[src/rtl/xor_checksum_if.sv]
// xor_checksum_if: word stream in, checksum result out, each with a valid/ready handshake.
// The block drives the slave side and its producer/consumer drive the master side.
interface xor_checksum_if #(
    parameter int WIDTH   = 8,
    parameter int MAX_LEN = 16
);
    localparam int CNTW = $clog2(MAX_LEN + 1);
    logic [WIDTH-1:0] in_data;
    logic             in_valid;
    logic             in_last;
    logic             in_ready;
    logic [WIDTH-1:0] out_sum;
    logic [CNTW-1:0]  out_count;
    logic             out_overflow;
    logic             out_valid;
    logic             out_ready;
    modport master (
        output in_data, in_valid, in_last, out_ready,
        input  in_ready, out_sum, out_count, out_overflow, out_valid
    );
    modport slave (
        input  in_data, in_valid, in_last, out_ready,
        output in_ready, out_sum, out_count, out_overflow, out_valid
    );
endinterface

[src/rtl/xor_checksum.sv]
// xor_checksum: XORs the words of a frame and counts them (saturating, with overflow flag).
// Defining XOR_CHECKSUM_PARITY_EN adds an out_parity port: the reduction XOR of out_sum.
module xor_checksum #(
    parameter  int WIDTH   = 8,
    parameter  int MAX_LEN = 16,
    localparam int CNTW    = $clog2(MAX_LEN + 1)
) (
    input logic           clk,
    input logic           rst,
    xor_checksum_if.slave bus
`ifdef XOR_CHECKSUM_PARITY_EN
    ,
    output logic          out_parity
`endif
);
    typedef enum logic [1:0] {IDLE, ACCUM, HOLD} state_t;
    state_t           state_q;
    logic [WIDTH-1:0] acc_q;
    logic [CNTW-1:0]  cnt_q;
    logic             ovf_q;
    logic             accept;
    assign bus.in_ready     = state_q != HOLD;
    assign bus.out_valid    = state_q == HOLD;
    assign bus.out_sum      = acc_q;
    assign bus.out_count    = cnt_q;
    assign bus.out_overflow = ovf_q;
    assign accept           = bus.in_valid && bus.in_ready;
`ifdef XOR_CHECKSUM_PARITY_EN
    assign out_parity = ^acc_q;
`endif
    // Outputs keep showing the last frame in IDLE; only a new first word clears them.
    always_ff @(posedge clk or posedge rst) begin
        if (rst) begin
            state_q <= IDLE;
            acc_q   <= '0;
            cnt_q   <= '0;
            ovf_q   <= 1'b0;
        end else begin
            case (state_q)
                IDLE: if (accept) begin
                    acc_q   <= bus.in_data;
                    cnt_q   <= CNTW'(1);
                    ovf_q   <= 1'b0;
                    state_q <= bus.in_last ? HOLD : ACCUM;
                end
                ACCUM: if (accept) begin
                    acc_q <= acc_q ^ bus.in_data;
                    if (cnt_q < CNTW'(MAX_LEN)) cnt_q <= cnt_q + CNTW'(1);
                    else ovf_q <= 1'b1;
                    if (bus.in_last) state_q <= HOLD;
                end
                HOLD: if (bus.out_ready) state_q <= IDLE;
                default: state_q <= IDLE;
            endcase
        end
    end
endmodule

[src/flat_wrapper.sv]
// flat-port wrapper written by rule: the top's interface ports become plain ports
module xor_checksum_flat 
#(
    parameter  int WIDTH   = 8,
    parameter  int MAX_LEN = 16,
    localparam int CNTW    = $clog2(MAX_LEN + 1)
)
  (clk, rst, bus_in_data, bus_in_valid, bus_in_last, bus_out_ready, bus_in_ready, bus_out_sum, bus_out_count, bus_out_overflow, bus_out_valid);
  xor_checksum_if #(.WIDTH(WIDTH), .MAX_LEN(MAX_LEN)) bus_i ();
  input logic clk;
  input logic rst;
  input wire logic [$bits(bus_i.in_data)-1:0] bus_in_data;
  input wire logic [$bits(bus_i.in_valid)-1:0] bus_in_valid;
  input wire logic [$bits(bus_i.in_last)-1:0] bus_in_last;
  input wire logic [$bits(bus_i.out_ready)-1:0] bus_out_ready;
  output wire logic [$bits(bus_i.in_ready)-1:0] bus_in_ready;
  output wire logic [$bits(bus_i.out_sum)-1:0] bus_out_sum;
  output wire logic [$bits(bus_i.out_count)-1:0] bus_out_count;
  output wire logic [$bits(bus_i.out_overflow)-1:0] bus_out_overflow;
  output wire logic [$bits(bus_i.out_valid)-1:0] bus_out_valid;
  assign bus_i.in_data = bus_in_data;
  assign bus_i.in_valid = bus_in_valid;
  assign bus_i.in_last = bus_in_last;
  assign bus_i.out_ready = bus_out_ready;
  assign bus_in_ready = bus_i.in_ready;
  assign bus_out_sum = bus_i.out_sum;
  assign bus_out_count = bus_i.out_count;
  assign bus_out_overflow = bus_i.out_overflow;
  assign bus_out_valid = bus_i.out_valid;
  xor_checksum #(.WIDTH(WIDTH), .MAX_LEN(MAX_LEN)) u_core (.clk(clk), .rst(rst), .bus(bus_i));
endmodule
[config.mk]
export PLATFORM = sky130hd
export DESIGN_NAME = xor_checksum_flat
export DESIGN_NICKNAME = d
export VERILOG_FILES = /design/src/rtl/xor_checksum_if.sv /design/src/rtl/xor_checksum.sv /design/src/flat_wrapper.sv
export SDC_FILE = /design/constraint.sdc
export NUM_CORES = 1
export LEC_CHECK = 0
export CAP_MARGIN = 20
export CORE_MARGIN = 2
export CORE_UTILIZATION = 30
export CTS_CLUSTER_DIAMETER = 150
export CTS_CLUSTER_SIZE = 40
export DETAILED_ROUTE_END_ITERATION = 16
export HOLD_SLACK_MARGIN = 0.05
export SYNTH_ARGS = -nofsm -noshare
export SYNTH_HDL_FRONTEND = slang
export SYNTH_SLANG_ARGS = --single-unit
export TNS_END_PERCENT = 50
[constraint.sdc]
create_clock -name clk -period 1.25 [get_ports clk]
set_input_delay 0.1875 -clock clk [delete_from_list [all_inputs] [get_ports clk]]
set_output_delay 0.1875 -clock clk [all_outputs]
set_load 0.1 [all_outputs]
* Word level (Yosys, flattened, before mapping)
Cells that the tools add are included.
W data, S select, Z words.
** Word-level totals
- Register bits :: 16
- Input bits :: 13
** Operators by class
- $add $sub $neg :: 1
- Order comparisons :: 1
- Equal/unequal tests :: 9
- Mux-type cells :: 17
- Bitwise logic cells :: 1
- Reductions and logical operators :: 7
** Operators with widths (count)
- $mux W8 :: 2
- $pmux W8 S2 :: 1
- $mux W5 :: 3
- $reduce_and A4 Y1 :: 3
- $mux W2 :: 5
- $pmux W5 S2 :: 1
- $ne A2 B2 Y1 const B :: 4
- $xor A8 B8 Y8 :: 1
- $ne A2 B1 Y1 const B :: 3
- $pmux W2 S3 :: 1
- $add A5 B1 Y5 const B :: 1
- $lt A5 B5 Y1 const B :: 1
- $mux W1 :: 3
- $reduce_and A3 Y1 :: 1
- $eq A2 B1 Y1 const B :: 1
- $eq A2 B2 Y1 const B :: 1
- $logic_not A2 Y1 :: 1
- $pmux W1 S2 :: 1
- $reduce_bool A2 Y1 :: 1
- $logic_and A1 B1 Y1 :: 1

* Depth between registers and ports, before layout
- Depth in word-level cells :: 4
- Gate-level depth with buffers :: 4

* Worst setup path after synthesis
OpenSTA, ideal clock, no wires.
- Path kind :: register to output
- From :: register u_core.state_q[1]
- To :: output port bus_out_valid
- Data arrival time :: 1.865 ns
- Data required time :: 1.062 ns
- Setup slack :: -0.803 ns
- Cell stages (with the launch flop) :: 3
- Buffers on the path :: 0
- Path through :: dfrtp_1 -> or2b_1 -> inv_1
** On the way
- Word-level cells in the longest chain between the ends :: 1
** RTL lines
- start, declared :: RTL line xor_checksum.sv:17 : state_t state_q;
- start signal, assigned :: RTL line xor_checksum.sv:44 : state_q <= bus.in_last ? HOLD : ACCUM;
- $eq A2 B2 Y1 :: RTL line xor_checksum.sv:23 : assign bus.out_valid = state_q == HOLD;
- end, declared :: RTL line flat_wrapper.sv:20 : output wire logic [$bits(bus_i.out_valid)-1:0] bus_out_valid;
No other way between the ends.

* Worst setup path in the final report
- From :: register u_core.state_q[0]
- To :: output port bus_out_valid
The elaborated chain is that of the path after synthesis.

==> metrics <==
CTS Buf Count 3; placed cell areas 1320 sq um; synthesis warning total 0; largest net degree at the start of global routing 17; Initial Utilization 31.9%; ANT nets after route 0; RD Place Congestion 0.735; Cell Pwr Density 2210 nW/um^2; Leakage 0.583 nW; clock transition at the registers of the reported paths 0.09 ns; num rows 18; Sw Pwr 1.53 mW; final hold violation count 0; fillers 232; CP Launch Type flop; top cell type's share of synthesized area 50.7%; Worst Clk Skew 0.00383 ns; GR Overflow Total 0; Critical Path Fanout Max 3; DR pass1 iterations 4; failing checks negative setup slack; antenna cell count 0; maximum VDD drop 0.00159 V; element type at the critical path end primary output; syn avg cell area 9.51 sq um; Worst-Skew Late Latency 0.29 ns; Syn Inst Count 83; Post-route DRC 0; Iter 0 DRT Violations 19; Slew Limit Fails 0; H-tree Lvls 1; port bufs 28; Critical Path AT 1.21 ns; number of global-route vias before repair 792; cell area after layout 1390 sq um; Synth Register Bits 16; smallest hold slack 0.198 ns; drt total wl 1910 um; Data required, critical path 1.06 ns; Clock power frac 11.1%; # setup viols final 3; CP max-delay cell dfrtp_1; Post-synth EDFFs 0; Flop pwr share 27.9%; max cap viols 0; Clock Sinks 16; share of layout cells above drive strength 1 34.4%; Synth area leaders dfrtp_1 (51%), a21oi_1 (10%), o21ai_0 (5.7%); Synth Flop Type dfrtp_1; Core ar. 2480 sq um; Netlist cell types 25; outcome finished with violations; Die X 55.3 um; async set-reset flop share out of synthesis 100%; CTS tree built; P_int 1.53 mW; first-pass GRT wire length 3300 um; Tcrit/Tclk final 112%; Synth Cell Area 790 sq um; Max stage delay on crit path 0.39 ns; Die Height 55.3 um; detailed-route via count 751; drt wl/cell 12.6 um; GRT Total Usage 13.7%; Period minus WS final 1.40 ns; final net count 137; Layout Utilization 55.9%; Post-Place Worst Slack -0.145 ns; crit path kind flop to primary output; crit-path cells or2b_4, clkinvlp_4, buf_12; Combinational Power Share 61.1%; clock root buffer clkbuf_4; Die ar. 3060 sq um; IO Pins 29; Slew headroom 86.1%; syn_nets 97; Layout area overhead 75.4%; clk buf depth 2; initial antenna violation count 0; Worst Tran Pin Value 0.209 ns; sequential area share after synthesis 50.7%; HPWL after DPL 1430 um; area leader, netlist dfrtp_1; Worst Hold Class primary input to asynchronous set/reset pin; Fmax 714 MHz; setup ws final -0.150 ns; # hold bufs at CTS 0; switching part of the total 49.9%; vias per inst 4.94; unrepaired setup endpoints after global routing yes
[through the flow]
step	std cells	setup TNS [ns]	power (mW)
2_1_floorplan	83	-0.912	1.97
3_3_place_gp	145	-0.766	2.69
3_5_place_dp	145	-1.23	2.71
4_1_cts	151	-0.237	3.07
5_1_grt	152	-0.461	3.21
6_report	152	-0.294	3.06
[synthesized netlist by cell type (2+ instances only)]
| cell type | n |
|---|---|
| buf_2 | 2 |
| nand2b_1 | 2 |
| nand3_1 | 8 |
| a21oi_1 | 16 |
| nor2_1 | 4 |
| inv_1 | 4 |
| o21ai_0 | 9 |
| dfrtp_1 | 16 |
| nand2_1 | 6 |
[layout make-up]
cell class                 instances  area, sq um  share of cell area (%)
multi-input combinational         59          349                    25.2
timing repair buffer              39          531                    38.3
tap                               30         37.5                    2.71
sequential                        16          413                    29.8
clock buffer                       4         36.3                    2.62
inverter                           4         18.8                    1.36
[flip-flops by register name, summed over array words and instances, names as in the netlist]
signal	flops
u_core.bus.out_sum	8
u_core.bus.out_overflow	1
u_core.state_q	2
u_core.bus.out_count	5
[layer usage]
| metal | up-vias | part of all wire, % | global-route usage [%] |
|---|---|---|---|
| li1 | 376 | - | - |
| met1 | 347 | 40 | 14.0 |
| met2 | 24 | 52 | 23.8 |
| met3 | 4 | 5.5 | 6.09 |
| met4 | 0 | 2.5 | 6.62 |
| met5 | - | 0 | 0 |
[kinds of logic after synthesis]
kind of cell | Yosys count | synth area share, %
compound gates | 32 | 23.8
simple gates | 26 | 18.4
flops | 16 | 50.7
buf+inv | 8 | 5.55
fa+ha+maj | 1 | 1.58
[power groups by stage]
stage	logic [mW]	registers [mW]	clock network, mW
floorplan	0.319	1.65	0
global placement	1.83	0.863	0
detailed placement	1.85	0.867	0
CTS	1.87	0.853	0.353
global route	1.95	0.873	0.383
finish	1.87	0.853	0.339
[worst max-delay path: cells and delay by family (launching register included)]
kind,cells,cell delay (ns)
AND/OR/NAND/NOR,1,0.29
flip-flops,1,0.39
buffers and inverters,2,0.25
[cell usage in the layout, fill, tap and decap left out, drive strengths merged]
cell           netlist  final
nor2                 4      4
buf                  4     27
ha                   1      1
o211ai               1      1
nor2b                1      1
dfrtp               16     16
clkinvlp             0      1
o21ai                9      9
a21oi               16     16
nand4b               1      1
nand3b               1      1
o2bb2ai              1      1
nand3                8      8
clkbuf               0      4
clkdlybuf4s50        0     12
a211oi               1      1
nand4bb              1      1
o22ai                1      1
a41oi                1      1
inv                  4      3
nand4                1      1
o21a                 1      1
or2b                 1      1
nand2                6      6
o221a                1      1
nand2b               2      2
[what timing repair did]
item,in CTS,in global routing
pin swaps,0,1
gates cloned,0,0
resized for setup,0,2
setup buffers,2,1
setup endpoints to repair,2,4
[path summary, 6_finish.rpt]
kind	cells past startpoint	from	slack [ns]	end
worst max register to register	5	u_core.state_q[0]	-0.07	u_core.bus.out_sum[7]
worst max-delay path	3	u_core.state_q[0]	-0.15	bus_out_valid
worst min-delay path	3	rst	0.20	u_core.bus.out_sum[4]
max in group asynchronous	3	rst	0.85	u_core.bus.out_count[1]
worst min register to register	2	u_core.bus.out_overflow	0.57	u_core.bus.out_overflow
min in group clk	2	bus_out_ready	0.46	u_core.state_q[1]
No activity file was read; power rests on OpenSTA's default activity.
